## src/rtl/atualiza_linha_fifo_pkg.sv

```systemverilog
// Shared constants and types for the time-decayed Bloom-filter line updater.
package atualiza_linha_fifo_pkg;

    function automatic int unsigned ceil_log2(input int unsigned v);
        int unsigned r;
        r = 0;
        for (int unsigned i = 0; i < 32; i++) begin
            if ((32'd1 << i) < v) r = i + 1;
        end
        return r;
    endfunction

    localparam int unsigned DATA_WIDTH      = 72;
    localparam int unsigned BUCKET_SZ       = 4;
    localparam int unsigned BLOOM_INIT_POS  = 16;
    localparam int unsigned NUM_BUCKETS     = (DATA_WIDTH - BLOOM_INIT_POS) / BUCKET_SZ;
    localparam int unsigned FIFO_DEPTH_BITS = 3;
    localparam int unsigned BITS_SHIFT      = ceil_log2(NUM_BUCKETS);
    localparam int unsigned LOOP_W          = BLOOM_INIT_POS - BITS_SHIFT;

    // How the head word relates to the current time slot
    typedef enum logic [1:0] {
        UPD_KEEP = 2'd0,   // already marked with the current slot
        UPD_SAME = 2'd1,   // same rotation, slot behind
        UPD_WRAP = 2'd2,   // previous rotation, slot ahead of current
        UPD_ALL  = 2'd3    // stale, ahead or invalid: clear everything
    } upd_case_e;

endpackage

```

## src/rtl/atualiza_linha_fifo_line_fifo.sv

```systemverilog
// Generic fall-through FIFO: head word is visible the cycle after it is written.
module line_fifo #(
    parameter int unsigned WIDTH          = 72,
    parameter int unsigned MAX_DEPTH_BITS = 3
) (
    input  logic             clk,
    input  logic             reset,
    input  logic [WIDTH-1:0] din,
    input  logic             wr_en,
    input  logic             rd_en,
    output logic [WIDTH-1:0] dout,
    output logic             full,
    output logic             nearly_full,
    output logic             empty
);

    localparam int unsigned DEPTH = 1 << MAX_DEPTH_BITS;
    localparam int unsigned PTR_W = MAX_DEPTH_BITS;
    localparam int unsigned CNT_W = MAX_DEPTH_BITS + 1;

    logic [WIDTH-1:0] mem [DEPTH];
    logic [PTR_W-1:0] wr_ptr;
    logic [PTR_W-1:0] rd_ptr;
    logic [CNT_W-1:0] count;
    logic             push;
    logic             pop;

    // A write into a full FIFO is dropped even if a read frees a slot this cycle
    always_comb begin
        push = wr_en && !full;
        pop  = rd_en && !empty;
    end

    always_ff @(posedge clk or negedge reset) begin
        if (!reset) begin
            wr_ptr <= '0;
            rd_ptr <= '0;
            count  <= '0;
        end else begin
            if (push) wr_ptr <= PTR_W'(wr_ptr + PTR_W'(1));
            if (pop)  rd_ptr <= PTR_W'(rd_ptr + PTR_W'(1));
            if (push && !pop)      count <= CNT_W'(count + CNT_W'(1));
            else if (pop && !push) count <= CNT_W'(count - CNT_W'(1));
        end
    end

    // Storage is intentionally not reset
    always_ff @(posedge clk) begin
        if (push) mem[wr_ptr] <= din;
    end

    always_comb begin
        dout        = mem[rd_ptr];
        full        = (count == CNT_W'(DEPTH));
        nearly_full = (count >= CNT_W'(DEPTH - 1));
        empty       = (count == '0);
    end

endmodule

```

## src/rtl/atualiza_linha_fifo.sv

```systemverilog
// Buffered line updater: FIFO head presented with expired buckets cleared and slot mark refreshed.
module atualiza_linha_fifo
    import atualiza_linha_fifo_pkg::*;
#(
    parameter int unsigned MAX_DEPTH_BITS = FIFO_DEPTH_BITS
) (
    input  logic                  clk,
    input  logic                  reset,
    input  logic [DATA_WIDTH-1:0] din,
    input  logic                  wr_en,
    input  logic                  rd_en,
    input  logic [BITS_SHIFT-1:0] cur_bucket,
    input  logic [LOOP_W-1:0]     cur_loop,
    output logic [DATA_WIDTH-1:0] dout,
    output logic [DATA_WIDTH-1:0] raw_dout,
    output logic                  full,
    output logic                  nearly_full,
    output logic                  empty
);

    logic [DATA_WIDTH-1:0]  head;
    logic [BITS_SHIFT-1:0]  s_b;
    logic [LOOP_W-1:0]      s_l;
    upd_case_e              upd;
    logic [NUM_BUCKETS-1:0] clr;

    line_fifo #(
        .WIDTH          (DATA_WIDTH),
        .MAX_DEPTH_BITS (MAX_DEPTH_BITS)
    ) u_fifo (
        .clk         (clk),
        .reset       (reset),
        .din         (din),
        .wr_en       (wr_en),
        .rd_en       (rd_en),
        .dout        (head),
        .full        (full),
        .nearly_full (nearly_full),
        .empty       (empty)
    );

    // Classify the stored mark against the current time slot
    always_comb begin
        s_b = head[BITS_SHIFT-1:0];
        s_l = head[BLOOM_INIT_POS-1:BITS_SHIFT];
        upd = UPD_ALL;
        if ((32'(cur_bucket) >= NUM_BUCKETS) || (32'(s_b) >= NUM_BUCKETS)) begin
            upd = UPD_ALL;
        end else if ((s_l == cur_loop) && (s_b == cur_bucket)) begin
            upd = UPD_KEEP;
        end else if ((s_l == cur_loop) && (s_b < cur_bucket)) begin
            upd = UPD_SAME;
        end else if ((LOOP_W'(s_l + LOOP_W'(1)) == cur_loop) && (s_b > cur_bucket)) begin
            upd = UPD_WRAP;
        end
    end

    // Buckets that expired between the stored slot and the current one
    always_comb begin
        clr = '0;
        for (int unsigned i = 0; i < NUM_BUCKETS; i++) begin
            case (upd)
                UPD_KEEP: clr[i] = 1'b0;
                UPD_SAME: clr[i] = (i > 32'(s_b)) && (i <= 32'(cur_bucket));
                UPD_WRAP: clr[i] = (i > 32'(s_b)) || (i <= 32'(cur_bucket));
                default:  clr[i] = 1'b1;
            endcase
        end
    end

    always_comb begin
        raw_dout = head;
        dout     = head;
        for (int unsigned i = 0; i < NUM_BUCKETS; i++) begin
            if (clr[i]) dout[BLOOM_INIT_POS + i*BUCKET_SZ +: BUCKET_SZ] = '0;
        end
        if (upd != UPD_KEEP) dout[BLOOM_INIT_POS-1:0] = {cur_loop, cur_bucket};
    end

endmodule

```

## config.mk

```make
export PLATFORM = sky130hd
export DESIGN_NAME = atualiza_linha_fifo
export DESIGN_NICKNAME = d
export VERILOG_FILES = /design/src/rtl/atualiza_linha_fifo_pkg.sv /design/src/rtl/atualiza_linha_fifo_line_fifo.sv /design/src/rtl/atualiza_linha_fifo.sv
export SDC_FILE = /design/constraint.sdc
export NUM_CORES = 1
export LEC_CHECK = 0
export ABC_CLOCK_PERIOD_IN_PS = 11700
export CAP_MARGIN = 20
export CORE_ASPECT_RATIO = 0.75
export CORE_MARGIN = 2
export CORE_UTILIZATION = 50
export DETAILED_ROUTE_END_ITERATION = 12
export GPL_ROUTABILITY_DRIVEN = 0
export PLACE_DENSITY = 0.7
export SYNTH_ARGS = -nofsm -noshare
export SYNTH_HDL_FRONTEND = slang
export SYNTH_SLANG_ARGS = --single-unit
```

## constraint.sdc

```tcl
create_clock -name clk -period 11.7 [get_ports clk]
set_input_delay 3.51 -clock clk [delete_from_list [all_inputs] [get_ports clk]]
set_output_delay 3.51 -clock clk [all_outputs]
set_load 0.02 [all_outputs]
```

; ---- After elaboration in Yosys (flattened, before gate mapping)
; Memory sizes are Yosys's and may differ from the RTL's.
; Index checks and enable logic that the tools add are counted.
[classes]
n_addsub = 5
order_cmp = 31
n_eq_ne = 6
muxes = 36
reduce_logical = 43
[ops]
columns = op, n
row1 = 4-bit 2-to-1 mux, 16
row2 = 1-bit case mux with 3 select lines, 13
row3 = 12-bit equality test, 2
row4 = "4-bit greater-than comparator, first input constant", 6
row5 = "4-bit <= comparator, first input constant", 6
row6 = 1-bit logical AND, 20
row7 = "3-bit by 4-bit greater-than comparator with 1-bit output, first input constant", 4
row8 = "3-bit by 4-bit <= comparator with 1-bit output, first input constant", 4
row9 = 16-bit 2-to-1 mux, 1
row10 = 1-bit logical OR, 14
row11 = "12-bit by 1-bit adder with 12-bit output, second input constant", 1
row12 = "4-bit greater-or-equal comparator, second input constant", 2
row13 = "2-bit by 4-bit greater-than comparator with 1-bit output, first input constant", 2
row14 = "2-bit by 4-bit <= comparator with 1-bit output, first input constant", 2
row15 = "3-bit by 1-bit adder with 3-bit output, second input constant", 2
row16 = 2-bit 2-to-1 mux, 3
row17 = "4-bit by 1-bit adder with 4-bit output, second input constant", 1
row18 = 4-bit equality test, 1
row19 = "4-bit equality test, second input constant", 1
row20 = "4-bit by 3-bit greater-or-equal comparator with 1-bit output, second input constant", 1
row21 = "1-bit by 4-bit greater-than comparator with 1-bit output, first input constant", 1
row22 = 4-bit greater-than comparator, 1
row23 = "1-bit by 4-bit <= comparator with 1-bit output, first input constant", 1
row24 = 1-bit logical NOT, 4
row25 = other kinds (9), 12
[word_totals]
reg_bits = 10
ram_bits = 576
in_bits = 92
output_inout_bits = 147
elab_cells = 125
memories = 1
[mem_list]
columns = memory, words, word_bits, rd, rd_clocked_by_memory_dff, wr, line_no
row1 = u_fifo.mem, 8, 72, 1, 0, 1, atualiza_linha_fifo_line_fifo.sv:21  ; logic [WIDTH-1:0] mem [DEPTH];

; ---- Depth between registers and ports, before layout
; Gate-level depths: netlist of the first run.
; An unclocked memory read counts as a cell.
[depth]
ltp_word = 11
mapped_depth = 18
mapped_depth_nobuf = 13

; ---- Modules after synthesis
; From an unflattened synthesis of the first run, not the netlist that was laid out.
[hier_totals]
hier_cells = 1168
area_unflattened_um2 = 24178.2
[modules_own_cells]
columns = mod, n_inst, cells_per_inst, area_each_um2, seq_area_each_um2
row1 = line_fifo, 1, 897, 22434.0, 17546.8
row2 = atualiza_linha_fifo, 1, 271, 1744.2, 0.0

; ---- Worst setup path before layout of the first run
; Ideal clock, no wire load.
[synth_path]
kind = input -> output
from = input cur_bucket[3]
to = output dout[44]
t_arrival_ns = 6.053
t_required_ns = 8.190
setup_slack_ns = 2.137
path_stages = 11
path_buffers = 2
path_cell_list = clkbuf_1 -> inv_1 -> ha_1 -> nand4_1 -> o21ai_0 -> nor3_1 -> o311ai_2 -> nor3_2 -> buf_4 -> o41ai_4 -> a211oi_1
[synth_via]
elab_chain_cells = 9
word_cells_on_any_way = 20
cone_classes = order compare (4) / eq/ne (3) / mux (6) / reduce/logical (7)
[synth_rtl]
columns = element, line_no
row1 = from (decl), atualiza_linha_fifo.sv:12  ; input logic [BITS_SHIFT-1:0] cur_bucket,
row2 = 4-bit greater-than comparator, atualiza_linha_fifo.sv:53  ; end else if ((LOOP_W'(s_l + LOOP_W'(1)) == cur_loop) && (s_b > cur_bucket)) begin
row3 = 1-bit logical AND, atualiza_linha_fifo.sv:53
row4 = 1-bit 2-to-1 mux, atualiza_linha_fifo.sv:53
row5 = 2-bit 2-to-1 mux, atualiza_linha_fifo.sv:51  ; end else if ((s_l == cur_loop) && (s_b < cur_bucket)) begin
row6 = 2-bit 2-to-1 mux, atualiza_linha_fifo.sv:49  ; end else if ((s_l == cur_loop) && (s_b == cur_bucket)) begin
row7 = 2-bit 2-to-1 mux, atualiza_linha_fifo.sv:47  ; if ((32'(cur_bucket) >= NUM_BUCKETS) || (32'(s_b) >= NUM_BUCKETS)) begin
row8 = 2-bit equality test (tied with other cells), atualiza_linha_fifo.sv:62  ; case (upd)
row9 = 1-bit case mux with 3 select lines (*), atualiza_linha_fifo.sv:62
row10 = 4-bit 2-to-1 mux (*), atualiza_linha_fifo.sv:75  ; if (clr[i]) dout[BLOOM_INIT_POS + i*BUCKET_SZ +: BUCKET_SZ] = '0;
row11 = to (decl), atualiza_linha_fifo.sv:14  ; output logic [DATA_WIDTH-1:0] dout,
; Mark *: on every way between the ends. The rest lies on a longest branch, timed or not.

; ---- Worst setup path after layout of the first run
[layout_path]
from = input cur_bucket[3]
to = output dout[45]
; The elaborated chain is that of the path after synthesis.

==> results of run 1 <==
-- how the worst min path moves through the flow --
stage                     from               to  slack [ps]  cells past startpoint
2_1_floorplan  u_fifo.count[3]  u_fifo.count[3]         480                      1
3_3_place_gp   u_fifo.count[3]  u_fifo.count[3]         500                      1
3_5_place_dp   u_fifo.count[3]  u_fifo.count[3]         510                      1
4_1_cts        u_fifo.count[3]  u_fifo.count[3]         520                      1
5_1_grt        u_fifo.count[3]  u_fifo.count[3]         550                      1
6_report       u_fifo.count[3]  u_fifo.count[3]         520                      1
-- cells in the final DEF, fill, tap and decap left out, types with 17 or more instances in the layout --
master,n
nor2b_1,22
clkdlybuf4s50_1,238
nand2_1,41
edfxtp_1,576
buf_4,33
clkbuf_16,56
mux2_2,53
clkinv_1,17
nor2_1,33
xnor2_1,17
inv_1,30
mux2i_1,21
mux4_2,142
-- layout make-up --
class	instances	area, um^2
Clock inverter	37	246
Multi-Input combinational cell	500	6090
Inverter	32	120
Timing Repair Buffer	272	2640
Tap cell	639	800
Fill cell	3335	18500
Sequential cell	586	17600
Antenna cell	1	2.50
Clock buffer	65	1440
-- synth_stat cells (4+ instances only) --
| master | number | share of area |
|---|---|---|
| edfxtp_1 | 576 | 0.72 |
| mux2i_1 | 21 | 0.0088 |
| a21o_1 | 4 | 0.0013 |
| buf_6 | 7 | 0.0033 |
| dfrtp_1 | 10 | 0.010 |
| buf_1 | 17 | 0.0027 |
| buf_2 | 5 | 0.0010 |
| nor2_1 | 39 | 0.0061 |
| nand4_1 | 4 | 0.0010 |
| o21ai_0 | 10 | 0.0021 |
| nand2b_1 | 7 | 0.0018 |
| xnor2_1 | 17 | 0.0062 |
| mux2i_2 | 5 | 0.0029 |
| nand3_1 | 5 | 0.0010 |
| clkbuf_1 | 35 | 0.0055 |
| nor2b_1 | 22 | 0.0057 |
| nor3_1 | 7 | 0.0015 |
| mux2_2 | 53 | 0.025 |
| a211oi_1 | 16 | 0.0050 |
| o31ai_1 | 6 | 0.0019 |
| a41oi_1 | 4 | 0.0015 |
| nand2_1 | 41 | 0.0064 |
| xor2_1 | 7 | 0.0026 |
| mux4_2 | 142 | 0.13 |
| ha_1 | 10 | 0.0052 |
| and3_1 | 7 | 0.0018 |
| inv_1 | 30 | 0.0047 |
| nor4_1 | 7 | 0.0018 |
| a21oi_1 | 10 | 0.0021 |
-- routing by layer --
metal | global-route usage | vias to the layer above
li1 | - | 5387
met1 | 0.305 | 6417
met2 | 0.342 | 494
met3 | 0.0519 | 84
met4 | 0.0586 | 8
met5 | 0 | -
-- per-stage QoR --
step,setup WS (ps),instances,util,area (um^2)
floorplan,2140,1185,-,24000
global placement,598,2027,0.574,27200
detailed placement,501,2027,0.574,27200
CTS,482,2129,0.609,28900
global route,86.0,2132,0.609,28900
finish,258,2132,0.609,28900
-- logic make-up after synthesis --
family,Yosys count,synth area share
xor+xnor,24,0.00875
fa+ha+maj,11,0.00605
mux,226,0.173
buf+inv,99,0.0184
flops,586,0.731
simple gates,159,0.0352
compound gates,80,0.0273
-- critical path, cell delays in order --
cell	delay, ps
clkdlybuf4s50_1	460
buf_4	240
inv_1	150
ha_1	340
nand4_1	110
o21ai_0	260
nor3_1	320
o311ai_2	240
nor4_1	1050
o21ai_1	290
a211oi_1	300
clkdlybuf4s50_1	660
-- power by group --
group	internal, uW	switching (uW)	total (uW)
clock network	921	741	1660
registers	2640	221	2870
logic	1320	1520	2850
-- registers in the layout (all words and copies together), names as in the netlist --
signal	cells
u_fifo.mem	576
u_fifo.rd_ptr	3
u_fifo.count	4
u_fifo.wr_ptr	3
==> flow_summary.json, run 1 <==
{
  "status": "completed",
  "grt_max_degree": 63,
  "synth_ff_type": "edfxtp_1",
  "area_growth_pct": 20.3,
  "ir_drop_v": 0.000144,
  "root_buffer": "clkbuf_16",
  "hold_viol_final": 0,
  "vias": 12400,
  "grt_pass1_vias": 12500,
  "drtAntennaViolNets": 0,
  "power.total_uw": 7370,
  "drc": 0,
  "slew_viol_final": 0,
  "drt-met1-wl_mm": 22.9,
  "p_leak_uw": 0.00929,
  "cap_viol_max_count": 0,
  "start_util": 0.507,
  "track_usage": 0.216,
  "synth_cells": 1185,
  "min_period_ps": 11440,
  "reg2reg_from": "u_fifo.count[3]",
  "cts_max_level": 2,
  "fp-row-count": 69,
  "setup_viol": 0,
  "cp.required_ps": 8190,
  "grt_setup_unrepaired": "false",
  "relSlewSlack": 0.201,
  "cp-end-kind": "output port",
  "post_cts_buffers": 0,
  "period_share": 0.978,
  "cts_tree": "done",
  "die_h_um": 194,
  "cp_data_arrival_time_ps": 7930,
  "synth_seq_cells": 586,
  "worstReg2RegEnd": "u_fifo.mem[3][32]",
  "finClkSkew_ps": 17.8,
  "worst_slew_pin_slew_ps": 1190,
  "yosysWarnings": 0,
  "crit_end": "dout[45]",
  "routedWlPerCell_um": 25.3,
  "ctsHoldBuffers": 0,
  "cp_max_fo": 16,
  "r2r_slack_ps": 8400,
  "cts_buffers": 55,
  "ctsResizeCount": 0,
  "hold_class": "reg -> reg",
  "synth_edf_count": 576,
  "tns_ps": 0,
  "numPortBuffers": 238,
  "critPathLaunchType": "input port",
  "grt_pass1_wl_mm": 79.7,
  "die_area_um2": 49800,
  "p_per_area_nw_per_um2": 255,
  "synth_area_um2": 24000,
  "r2r_cells": 5,
  "crit_path_start": "cur_bucket[3]",
  "dr.pass1.iters": 5,
  "syn_avg_cell_area_um2": 20.3,
  "clkLatencyLatePin_ps": 580,
  "synthesis.nets": 1288,
  "synth_cell_type_count": 67,
  "worstSetupPathType": "in -> out",
  "wl_met2_mm": 25.5,
  "core-area_um2": 47400,
  "hold_slack_ps": 520,
  "drtIter0Drc": 955,
  "dp_hpwl_mm": 32.2,
  "antenna_found_initial": 7,
  "die_w_um": 257,
  "async_reset_ff_frac": 0.0171,
  "clk_path_buf_depth": 3,
  "top_layer": "met5",
  "clk_transition_reported_paths_ps": 60,
  "layout-drive-gt1-share": 0.234,
  "overflow": 0,
  "fin_nets": 1550,
  "timing.fmax_mhz": 87.4,
  "cts.sinks": 586,
  "met3_length_mm": 4.21,
  "wl_mm": 53.9,
  "seq_area_frac_synth": 0.731,
  "ioPinCount": 239,
  "routed_via_density": 5.81
}
Power figures use the tool's default switching activity.
==> run 2, diff against run 1 <==
Settings changed: GPL_TIMING_DRIVEN set to 0.
==> run 2 against run 1 <==
Maximum frequency fell by 0.42%. Clock skew barely moved. Sequential power fell by 5%. First-iteration DRC count rose by 16%.
==> flow_summary.json, run 2 (synthesis gave the netlist of run 1 again) <==
{
  "drtAntennaViolNets": 0,
  "p_int_uw": 5100,
  "seq_area_um2": 17500,
  "path_cells": "clkdlybuf4s50_1, inv_1, ha_1, nor2b_1, o21a_1, o21a_1, o21ai_1, nor3_1, o311ai_2, nor3_2, buf_4, o31ai_2, a211oi_1, clkdlybuf4s50_1",
  "power.total_uw": 7650,
  "cts_tree": "done",
  "p_per_area_nw_per_um2": 257,
  "nFillCells": 3229,
  "dr.pass1.iters": 5,
  "period_share": 0.982,
  "largest_register_ffs": 576,
  "timing.fmax_mhz": 87.0,
  "setup_viol": 0,
  "met3_length_mm": 3.57,
  "area_growth_pct": 23.9,
  "finClkSkew_ps": 17.4,
  "clkPwrFrac": 0.231,
  "top_layer": "met5",
  "min_period_ps": 11490,
  "cp_data_arrival_time_ps": 7980,
  "drt-met1-wl_mm": 24.5,
  "worstHoldStart": "u_fifo.count[3]",
  "reg.largest.list": "u_fifo.mem x576, u_fifo.count x4",
  "ir_drop_v": 0.000150,
  "reg2reg_from": "u_fifo.rd_ptr[1]",
  "p_switching_uw": 2550,
  "grt_max_degree": 27,
  "post_cts_buffers": 0,
  "cp.required_ps": 8190,
  "worstSetupPathType": "in -> out",
  "fp-row-count": 69,
  "overflow": 0,
  "clk_transition_reported_paths_ps": 60,
  "numPortBuffers": 237,
  "fin_nets": 1623,
  "vias": 12900,
  "drtIter0Drc": 1110,
  "routed_via_density": 5.86,
  "antenna_found_initial": 5,
  "wl_met2_mm": 27.4,
  "final_cell_mix": "edfxtp_1 (576), clkdlybuf4s50_1 (237), mux4_2 (142)",
  "cap_viol_max_count": 0,
  "wl_mm": 56.5,
  "grt_pass1_wl_mm": 83.5,
  "largest_register": "u_fifo.mem",
  "drc": 0,
  "crit_path_start": "cur_bucket[1]",
  "track_usage": 0.226,
  "clk_path_buf_depth": 3,
  "die_area_um2": 49800,
  "worst_slew_pin_slew_ps": 1010,
  "p_leak_uw": 0.00963,
  "ctsHoldBuffers": 0,
  "hold_viol_final": 0,
  "core-area_um2": 47400,
  "ioPinCount": 239,
  "clkLatencyLatePin_ps": 580,
  "die_w_um": 257,
  "r2r_slack_ps": 8600,
  "grt_setup_unrepaired": "false",
  "hold_class": "reg -> reg",
  "cts.sinks": 586,
  "grt_pass1_vias": 13000,
  "final_common_cell": "edfxtp_1",
  "root_buffer": "clkbuf_16",
  "relSlewSlack": 0.327,
  "cts_max_level": 2,
  "status": "completed",
  "cp_max_fo": 10,
  "combPwrFrac": 0.414,
  "cts_buffers": 54,
  "ctsResizeCount": 4,
  "cp-end-kind": "output port",
  "p_seq_frac": 0.355,
  "p_sw_frac": 0.333,
  "layout-drive-gt1-share": 0.239,
  "critPathLaunchType": "input port",
  "start_util": 0.507,
  "hold_slack_ps": 518,
  "dp_hpwl_mm": 38.4,
  "max_stage_delay_ps": 710,
  "slew_viol_final": 0,
  "crit_slowest_cell": "clkdlybuf4s50_1",
  "routedWlPerCell_um": 25.7,
  "die_h_um": 194,
  "multi_input_area_um2": 6120
}
[run 2: changes by cell type in the layout (fill, tap and decap cells not counted), moves of 4 or more]
cell	previous run	this run
clkbuf_1	9	43
buf_4	33	9
buf_6	0	20
buf_1	0	17
buf_12	0	12
buf_16	0	6
bufinv_16	2	8
buf_8	0	5
buf_2	1	5
[run 2: metrics by stage]
step	setup TNS (ps)	setup slack, ps	std cells	area (um^2)	utilization
2_1_floorplan	0	2140	1185	24000	-
5_1_grt	0	95.5	2202	29700	0.628
6_report	0	211	2203	29700	0.628
3_3_place_gp	-549160	-3850	2061	27200	0.573
4_1_cts	0	42.8	2200	29700	0.627
3_5_place_dp	-1480	-178	2101	27900	0.588
[run 2: area by class of cell]
type / instances / area share
flip-flops and latches: 586 / 0.590
multi-input cells: 500 / 0.206
repair buffers: 279 / 0.102
clock buffers: 63 / 0.0473
well taps: 639 / 0.0269
clock inverters: 36 / 0.0128
plain buffers: 67 / 0.0108
inverters: 32 / 0.00404
diodes: 1 / 0.0000841
[run 2: critical path: cells and delay by family]
kind                       cells  cell delay (ps)
buffers and inverters          4             1900
AOI/OAI and AO/OA              6             1400
and+or+nand+nor                3              800
adders and majority gates      1              350
[run 2: worst paths after layout]
path                       cells after the start               end
min in group asynchronous                      1   u_fifo.count[3]
hold reg to reg                                1   u_fifo.count[3]
hold / removal                                 1   u_fifo.count[3]
setup / recovery                              14          dout[53]
setup reg to reg                               7  u_fifo.rd_ptr[1]
max in group asynchronous                      1  u_fifo.wr_ptr[1]
[run 2: power by group through the flow]
stage          Clock, uW  Sequential (uW)  Combinational (uW)
6_report            1770             2720                3160
5_1_grt             1880             2740                3370
4_1_cts             1800             2720                3200
3_5_place_dp           0             2760                3180
3_3_place_gp           0             2830                3030
2_1_floorplan          0             2770                1970
[run 2: per-layer routing]
metal	GRT usage	vias up
met5	0	-
met4	0.0467	6
met3	0.0359	72
met2	0.364	470
met1	0.332	6811
li1	-	5541
==> run 3, diff against run 2 <==
Settings changed: CTS_BUF_LIST set to sky130_fd_sc_hd__clkbuf_8.
==> run 3 against run 2 <==
Final cell count up 2.5%. Clock-buffer cell count up 30. Clock skew up 0.98 ps. Critical path type unchanged. Critical endpoint is now dout[52]. Largest power group unchanged.
==> flow_summary.json, run 3 (synthesis gave the netlist of run 1 again) <==
{
  "layout-drive-gt1-share": 0.253,
  "max_stage_delay_ps": 710,
  "status": "completed",
  "vias": 13000,
  "cts.sinks": 586,
  "numPortBuffers": 237,
  "cts_tree": "done",
  "setup_viol": 0,
  "grt_use_met2": 0.367,
  "grt_pass1_vias": 13300,
  "hold_class": "reg -> reg",
  "gr-usage-met3": 0.0456,
  "relSlewSlack": 0.344,
  "place_area_um2": 27900,
  "core-area_um2": 47400,
  "cap_viol_max_count": 0,
  "drc": 0,
  "grt-busiest-layer": "met2",
  "dr.pass1.iters": 5,
  "die_h_um": 194,
  "cp_data_arrival_time_ps": 7920,
  "final_cell_mix": "edfxtp_1 (576), clkdlybuf4s50_1 (237), mux4_2 (142)",
  "p_per_area_nw_per_um2": 251,
  "drtAntennaViolNets": 0,
  "fp-row-count": 69,
  "largest_register_ffs": 576,
  "dp.cells": 2101,
  "cts_max_level": 3,
  "tns_ps": 0,
  "power.total_uw": 7400,
  "track_usage": 0.231,
  "largest_register": "u_fifo.mem",
  "slew_viol_final": 0,
  "finClkSkew_ps": 18.4,
  "critPathLaunchType": "input port",
  "grt_pass1_wl_mm": 84.6,
  "crit_slowest_cell": "clkdlybuf4s50_1",
  "routedWlPerCell_um": 25.3,
  "grt_use_met1": 0.330,
  "timing.fmax_mhz": 87.5,
  "clk_transition_reported_paths_ps": 60,
  "p_leak_uw": 0.00966,
  "path_cells": "clkdlybuf4s50_1, inv_1, ha_1, nor2b_1, o21a_1, o21a_1, o21ai_1, nor3_1, o311ai_2, nor3_2, buf_4, o31ai_2, a211oi_1, clkdlybuf4s50_1",
  "drtIter0Drc": 1216,
  "grt_max_degree": 27,
  "cp.required_ps": 8190,
  "clk_path_buf_depth": 3,
  "die_w_um": 257,
  "ir_drop_v": 0.000142,
  "grt_setup_unrepaired": "false",
  "reg.largest.list": "u_fifo.mem x576, u_fifo.count x4",
  "fin_nets": 1658,
  "worstSetupPathType": "in -> out",
  "final_common_cell": "edfxtp_1",
  "critical_path_buf_inv_count": 4,
  "num_antenna_cells": 0,
  "wl_mm": 57.1,
  "final_area_um2": 29500,
  "stdcell_count": 2257,
  "clkLatencyLatePin_ps": 650,
  "critPathTopFamily": "buffers and inverters",
  "min_period_ps": 11430,
  "root_buffer": "clkbuf_8",
  "routed_via_density": 5.75,
  "cp_max_fo": 10,
  "die_area_um2": 49800,
  "overflow": 0,
  "dp_hpwl_mm": 38.4,
  "start_util": 0.507,
  "period_share": 0.977,
  "ioPinCount": 239,
  "antenna_found_initial": 5,
  "cp-end-kind": "output port",
  "area_growth_pct": 23.0,
  "worst_slew_pin_slew_ps": 983,
  "hold_viol_final": 0,
  "cts_buffers": 89
}
==> run 3: where the power goes <==
group	switching (uW)	total, uW	leakage [uW]	internal, uW
sequential	80.7	2720	0.00535	2640
combinational	1740	3170	0.00341	1430
clock	757	1520	0.000901	758
==> run 3: stage by stage <==
step | hold WS [ps] | utilization | worst slack (ps)
after floorplan | 477 | - | 2140
after global placement | 494 | 0.573 | -3850
after detailed placement | 508 | 0.588 | -178
after CTS | 520 | 0.622 | 42.0
after global routing | 556 | 0.623 | 95.5
final | 526 | 0.623 | 268
==> run 3: routing by layer <==
metal | vias up | wire length, um | part of all wire
met1 | 6768 | 24700 | 0.43
met2 | 509 | 27400 | 0.48
li1 | 5611 | - | -
met5 | - | 34 | 0.00060
met4 | 6 | 1090 | 0.019
met3 | 86 | 3770 | 0.066
==> run 3: final timing paths <==
path | from | to | slack, ps | depth (start not counted)
max in group asynchronous | reset | u_fifo.wr_ptr[2] | 8150 | 1
min | u_fifo.wr_ptr[0] | u_fifo.wr_ptr[0] | 530 | 1
min reg2reg | u_fifo.wr_ptr[0] | u_fifo.wr_ptr[0] | 530 | 1
min in group asynchronous | reset | u_fifo.count[0] | 3200 | 1
max reg2reg | u_fifo.rd_ptr[1] | u_fifo.rd_ptr[1] | 8590 | 7
max | cur_bucket[1] | dout[52] | 270 | 14
==> run 3: timing repair <==
item,CTS,global route
hold buffers,0,0
buffers inserted,0,0
gates resized for setup,4,3
setup endpoints to repair,15,8
==> run 3: layout make-up <==
cell class | count | area, um^2
fill | 3317 | 17900
sequential | 586 | 17500
multi-input combinational | 500 | 6120
timing repair buffer | 279 | 3040
clock buffer | 93 | 1280
tap | 639 | 800
buffer | 67 | 322
clock inverter | 61 | 299
inverter | 32 | 120
==> run 3: worst register-to-register path: cells and delay by family, from the launching register on <==
kind / cells / cell delay, ps
buffers and inverters: 6 / 2400
flip-flops: 1 / 370
multiplexers: 1 / 280
